<file path="config.mk">
export PLATFORM = sky130hd
export DESIGN_NAME = shift_reg_tx_flat
export DESIGN_NICKNAME = d
export VERILOG_FILES = /design/src/rtl/shift_reg_tx_if.sv /design/src/rtl/shift_reg_tx.sv /design/src/flat_wrapper.sv
export SDC_FILE = /design/constraint.sdc
export NUM_CORES = 1
export LEC_CHECK = 0
export ABC_AREA = 1
export BUFFER_PORTS_ARGS = -buffer_cell sky130_fd_sc_hd__clkbuf_2
export CAP_MARGIN = 25
export CORE_AREA = 2 2 39 41
export CTS_CLUSTER_SIZE = 10
export DETAILED_ROUTE_END_ITERATION = 12
export DIE_AREA = 0 0 41 43
export GPL_ROUTABILITY_DRIVEN = 0
export GPL_TIMING_DRIVEN = 0
export PLACE_DENSITY = 0.77
export SETUP_SLACK_MARGIN = 0.2
export SYNTH_ARGS = -nofsm -noshare
export SYNTH_HDL_FRONTEND = slang
export SYNTH_SLANG_ARGS = --single-unit
</file>
<file path="constraint.sdc">
create_clock -name clk -period 3.44 [get_ports clk]
set_input_delay 0 -clock clk [delete_from_list [all_inputs] [get_ports clk]]
set_output_delay 0 -clock clk [all_outputs]
set_load 0.05 [all_outputs]
</file>
<file path="src/rtl/shift_reg_tx_if.sv">
// Handshake and serial-output bundle for the parallel-to-serial transmitter.
// The slave modport is the transmitter; the master modport is whoever feeds it words.
interface shift_reg_tx_if #(
  parameter int unsigned N = 8
) ();
  logic         in_valid;
  logic [N-1:0] in_data;
  logic         in_ready;
  logic         abort;
  logic         ser_data;
  logic         ser_enable;
  logic         busy;
  logic         done;

  modport slave (
    input  in_valid, in_data, abort,
    output in_ready, ser_data, ser_enable, busy, done
  );

  modport master (
    output in_valid, in_data, abort,
    input  in_ready, ser_data, ser_enable, busy, done
  );
endinterface

</file>
<file path="src/rtl/shift_reg_tx.sv">
// Parallel-to-serial transmitter: shifts an N-bit word out MSB-first, one bit per DIV cycles,
// with a strobe on the last cycle of each bit period.
module shift_reg_tx #(
  parameter int unsigned N   = 8,
  parameter int unsigned DIV = 1
) (
  input  logic          clk,
  input  logic          reset_n,
  shift_reg_tx_if.slave bus
);

  localparam int unsigned BW = $clog2(N + 1);
  localparam int unsigned DW = (DIV > 1) ? $clog2(DIV) : 1;
  localparam logic [BW-1:0] LastBit = BW'(N - 1);
  localparam logic [DW-1:0] LastDiv = DW'(DIV - 1);
  // With DIV == 1 every cycle of a bit period is also its last, so the strobe starts high.
  localparam logic StrobeFirst = (DIV == 1);

  typedef enum logic [0:0] {StIdle, StShift} state_e;

  state_e         state_q;
  logic [N-1:0]   shreg_q;
  logic [BW-1:0]  bit_cnt_q;
  logic [DW-1:0]  div_cnt_q;
  logic           ser_enable_q;
  logic           busy_q;
  logic           done_q;

  logic [DW-1:0]  div_inc;
  logic [N-1:0]   shreg_nxt;

  assign div_inc   = div_cnt_q + DW'(1);
  assign shreg_nxt = shreg_q << 1;

  always_ff @(posedge clk or negedge reset_n) begin
    if (!reset_n) begin
      state_q      <= StIdle;
      shreg_q      <= '0;
      bit_cnt_q    <= '0;
      div_cnt_q    <= '0;
      ser_enable_q <= 1'b0;
      busy_q       <= 1'b0;
      done_q       <= 1'b0;
    end else begin
      done_q <= 1'b0;
      unique case (state_q)
        StIdle: begin
          ser_enable_q <= 1'b0;
          if (bus.in_valid) begin
            state_q      <= StShift;
            shreg_q      <= bus.in_data;
            ser_enable_q <= StrobeFirst;
            busy_q       <= 1'b1;
            bit_cnt_q    <= '0;
            div_cnt_q    <= '0;
          end
        end
        StShift: begin
          if (bus.abort) begin
            state_q      <= StIdle;
            shreg_q      <= '0;
            ser_enable_q <= 1'b0;
            busy_q       <= 1'b0;
            bit_cnt_q    <= '0;
            div_cnt_q    <= '0;
          end else if (div_cnt_q == LastDiv) begin
            div_cnt_q <= '0;
            if (bit_cnt_q == LastBit) begin
              state_q      <= StIdle;
              shreg_q      <= '0;
              ser_enable_q <= 1'b0;
              busy_q       <= 1'b0;
              done_q       <= 1'b1;
              bit_cnt_q    <= '0;
            end else begin
              shreg_q      <= shreg_nxt;
              bit_cnt_q    <= bit_cnt_q + BW'(1);
              ser_enable_q <= StrobeFirst;
            end
          end else begin
            div_cnt_q    <= div_inc;
            ser_enable_q <= (div_inc == LastDiv);
          end
        end
        default: state_q <= StIdle;
      endcase
    end
  end

  // The shift register is cleared whenever the block returns to idle, so its MSB doubles as
  // the registered serial output and reads 0 outside a transfer.
  assign bus.ser_data   = shreg_q[N-1];
  assign bus.ser_enable = ser_enable_q;
  assign bus.busy       = busy_q;
  assign bus.done       = done_q;
  assign bus.in_ready   = (state_q == StIdle);

endmodule

</file>
<file path="src/flat_wrapper.sv">
// flat-port wrapper written by rule: the top's interface ports become plain ports
module shift_reg_tx_flat 
#(
  parameter int unsigned N   = 8,
  parameter int unsigned DIV = 1
)
  (clk, reset_n, bus_in_valid, bus_in_data, bus_abort, bus_in_ready, bus_ser_data, bus_ser_enable, bus_busy, bus_done);
  shift_reg_tx_if #(.N(N)) bus_i ();
  input  logic clk;
  input  logic reset_n;
  input wire logic [$bits(bus_i.in_valid)-1:0] bus_in_valid;
  input wire logic [$bits(bus_i.in_data)-1:0] bus_in_data;
  input wire logic [$bits(bus_i.abort)-1:0] bus_abort;
  output wire logic [$bits(bus_i.in_ready)-1:0] bus_in_ready;
  output wire logic [$bits(bus_i.ser_data)-1:0] bus_ser_data;
  output wire logic [$bits(bus_i.ser_enable)-1:0] bus_ser_enable;
  output wire logic [$bits(bus_i.busy)-1:0] bus_busy;
  output wire logic [$bits(bus_i.done)-1:0] bus_done;
  assign bus_i.in_valid = bus_in_valid;
  assign bus_i.in_data = bus_in_data;
  assign bus_i.abort = bus_abort;
  assign bus_in_ready = bus_i.in_ready;
  assign bus_ser_data = bus_i.ser_data;
  assign bus_ser_enable = bus_i.ser_enable;
  assign bus_busy = bus_i.busy;
  assign bus_done = bus_i.done;
  shift_reg_tx #(.N(N), .DIV(DIV)) u_core (.clk(clk), .reset_n(reset_n), .bus(bus_i));
endmodule
</file>
==> results.toml <==
[synthesis]
syn-num-nets = 93
syn-instance-count = 80
synth-edff-count = 0
synth_top_area_cell = "dfrtp_1"
netlist-cell-type-count = 16
ys_ff_latch = 15
async_reset_ff_share_pct = 100
synth_common_cells = "nand2_1 (30), nand3_1 (18), dfrtp_1 (15)"
syn-cell-area_um2 = 678
synth_ff_type = "dfrtp_1"
syn_area_per_cell_um2 = 8.48
yosysSeqAreaShare_pct = 55.4
synth_most_common_cell = "nand2_1"
synth_top_area_share_pct = 55.4
yosys_warnings = 0
ys_top_cells_by_area = "dfrtp_1 (55%), nand2_1 (17%), nand3_1 (13%)"

[placed_design]
post-place-ws_ns = 2.22
numPortBuffers = 15
place_hpwl_um = 970

[floorplanning]
die_area_mm2 = 0.00176
fp.coreArea_mm2 = 0.00138
die_w_um = 41
initial_core_util_pct = 49.0
io_pins = 17
fp-row-count = 14
die_h_um = 43

[timing]
skew_ns = 0.00423
setup_viol = 0
rsz0062_at_grt = "false"
slew_headroom_pct = 76.0
timing.fmax_mhz = 802
finalCriticalPeriod_ns = 1.25
fin_ws_ns = 2.19
post-route-period-util_pct = 36.2
maxSlewViolCount = 0
worstMarginPinSlew_ns = 0.359
tns_ns = 0
hold_viol = 0

[global_routing]
grt_pass1_wl_mm = 2.23
track_usage_pct = 19.6
grt-ovfl-total = 0
antenna_found_initial = 0
grt_pass1_vias = 563
grt_max_degree = 16

[worst_setup_path]
worstSetupPathType = "reg -> reg"
arrival_ns = 1.48
r2r_end = "u_core.bit_cnt_q[3]"
crit_top_cell = "nand2_1"
startpoint_type = "register"
cp.required_ns = 3.67
r2r_cells = 6
crit_slowest_cell = "dfrtp_1"
crit_chain = "ha_1, nand2_1, nor2_1, nor2_4, nand3_1, nand2_1"
r2r_slack_ns = 2.19
path_max_fanout = 8
end_kind = "register"
r2r-start = "u_core.bit_cnt_q[0]"
slowest_delay_ns = 0.44

[clock_tree]
htreeDepth = 1
ctsHoldBuffers = 9
ctsResizeCount = 0
cts-root-buf = "clkbuf_4"
tritoncts = "done"
cts.sinks = 15
insertion_delay_ns = 0.29
cts_buffer_depth = 2
cts_buffers = 3
clk_pin_slew_worst_paths_ns = 0.09
post_cts_buffers = 0

[layout]
nFillCells = 108
final_nets = 122
area_growth_pct = 31.2
num_antenna_cells = 0
drive_above_1_share_pct = 22.2

[detailed_routing]
drt-initial-drc-count = 19
postRouteAntennaNets = 0
route.detailed.drc = 0
wl_per_cell_um = 11.2
dr.pass1.iters = 4
num_vias = 633
routed_wl_mm = 1.39
vias_per_cell = 5.10

[power_and_ir_drop]
leakagePower_nw = 0.472
powerDensity_mw_per_mm2 = 472
vdd_drop_max_mv = 0.302

[status]
status = "finished, final reports clean"

[hold_path]
whs_path_depth = 4
holdPathEnd = "u_core.bus.done"
min_path_type = "in -> reg"
worstHoldStart = "bus_abort"

[run]
drv_cap = 0
## critical path, delay by kind of cell, from the launching register on
kind          cells  cell delay (ns)
fa+ha+maj         1             0.25
simple gates      5             0.49
flops             1             0.44
## state kept, by name, indices dropped and copies added (netlist names)
signal / flops
u_core.shreg_q: 8
u_core.bus.done: 1
u_core.bus.ser_enable: 1
u_core.bit_cnt_q: 4
u_core.bus.busy: 1
## report_power, final
group	internal, mW	switching (mW)	total, mW
logic	0.0341	0.0669	0.101
registers	0.198	0.0169	0.215
clock network	0.0451	0.0590	0.104
## layout make-up
cell class | instances | area [µm²] | area share (%)
plain buffers | 2 | 12.5 | 1.41
flip-flops and latches | 15 | 375 | 42.2
inverters | 4 | 15.0 | 1.69
well taps | 16 | 20.0 | 2.25
multi-input cells | 59 | 275 | 30.9
clock buffers | 4 | 26.3 | 2.95
repair buffers | 24 | 165 | 18.6
## cells in the final DEF, fill, tap and decap left out
master,count
inv_1,3
ha_1,1
dfrtp_1,15
buf_4,1
nand2_2,1
buf_2,1
o21ai_1,1
clkbuf_4,3
dlygate4sd3_1,9
nor2_1,3
nor2_4,1
o21ai_0,1
nor2_2,1
nand4_1,1
clkbuf_1,1
a22o_1,1
nand2_1,30
inv_2,1
clkbuf_2,15
nand3_1,18
## logic make-up after synthesis
group / count (synthesis) / share of synthesized area (%)
buffers and inverters: 6 / 4.06
DFF: 15 / 55.4
AOI/OAI and AO/OA: 3 / 2.77
and+or+nand+nor: 55 / 36.0
adders and majority gates: 1 / 1.84
## worst max-delay path by stage
| stage | slack (ns) | endpoint | from | cells past startpoint |
|---|---|---|---|---|
| 2_1_floorplan | 2.13 | u_core.shreg_q[7] | u_core.bus.ser_enable | 3 |
| 3_3_place_gp | 2.25 | u_core.bit_cnt_q[3] | u_core.bit_cnt_q[0] | 6 |
| 3_5_place_dp | 2.22 | u_core.bit_cnt_q[3] | u_core.bit_cnt_q[0] | 6 |
| 4_1_cts | 2.19 | u_core.bit_cnt_q[3] | u_core.bit_cnt_q[0] | 6 |
| 5_1_grt | 2.09 | u_core.shreg_q[1] | u_core.bit_cnt_q[0] | 6 |
| 6_report | 2.19 | u_core.bit_cnt_q[3] | u_core.bit_cnt_q[0] | 6 |
## stage by stage
stage / cell area, µm² / hold WS (ns) / util (%) / instances / power [mW]
6_report: 890 / 0.0180 / 64.3 / 124 / 0.420
5_1_grt: 890 / 0.0489 / 64.3 / 124 / 0.440
4_1_cts: 890 / 0.0167 / 64.3 / 124 / 0.422
3_5_place_dp: 773 / -0.0675 / 55.9 / 111 / 0.312
3_3_place_gp: 773 / -0.0700 / 55.9 / 111 / 0.308
2_1_floorplan: 678 / -0.296 / - / 80 / 0.282
## per-layer routing
layer	wire, µm	GRT usage (%)	vias up
met4	63	16.0	0
met2	626	27.2	22
met5	0	0	-
met3	56	3.14	7
li1	-	-	318
met1	645	25.7	286
(Power assumes the default switching activity.)
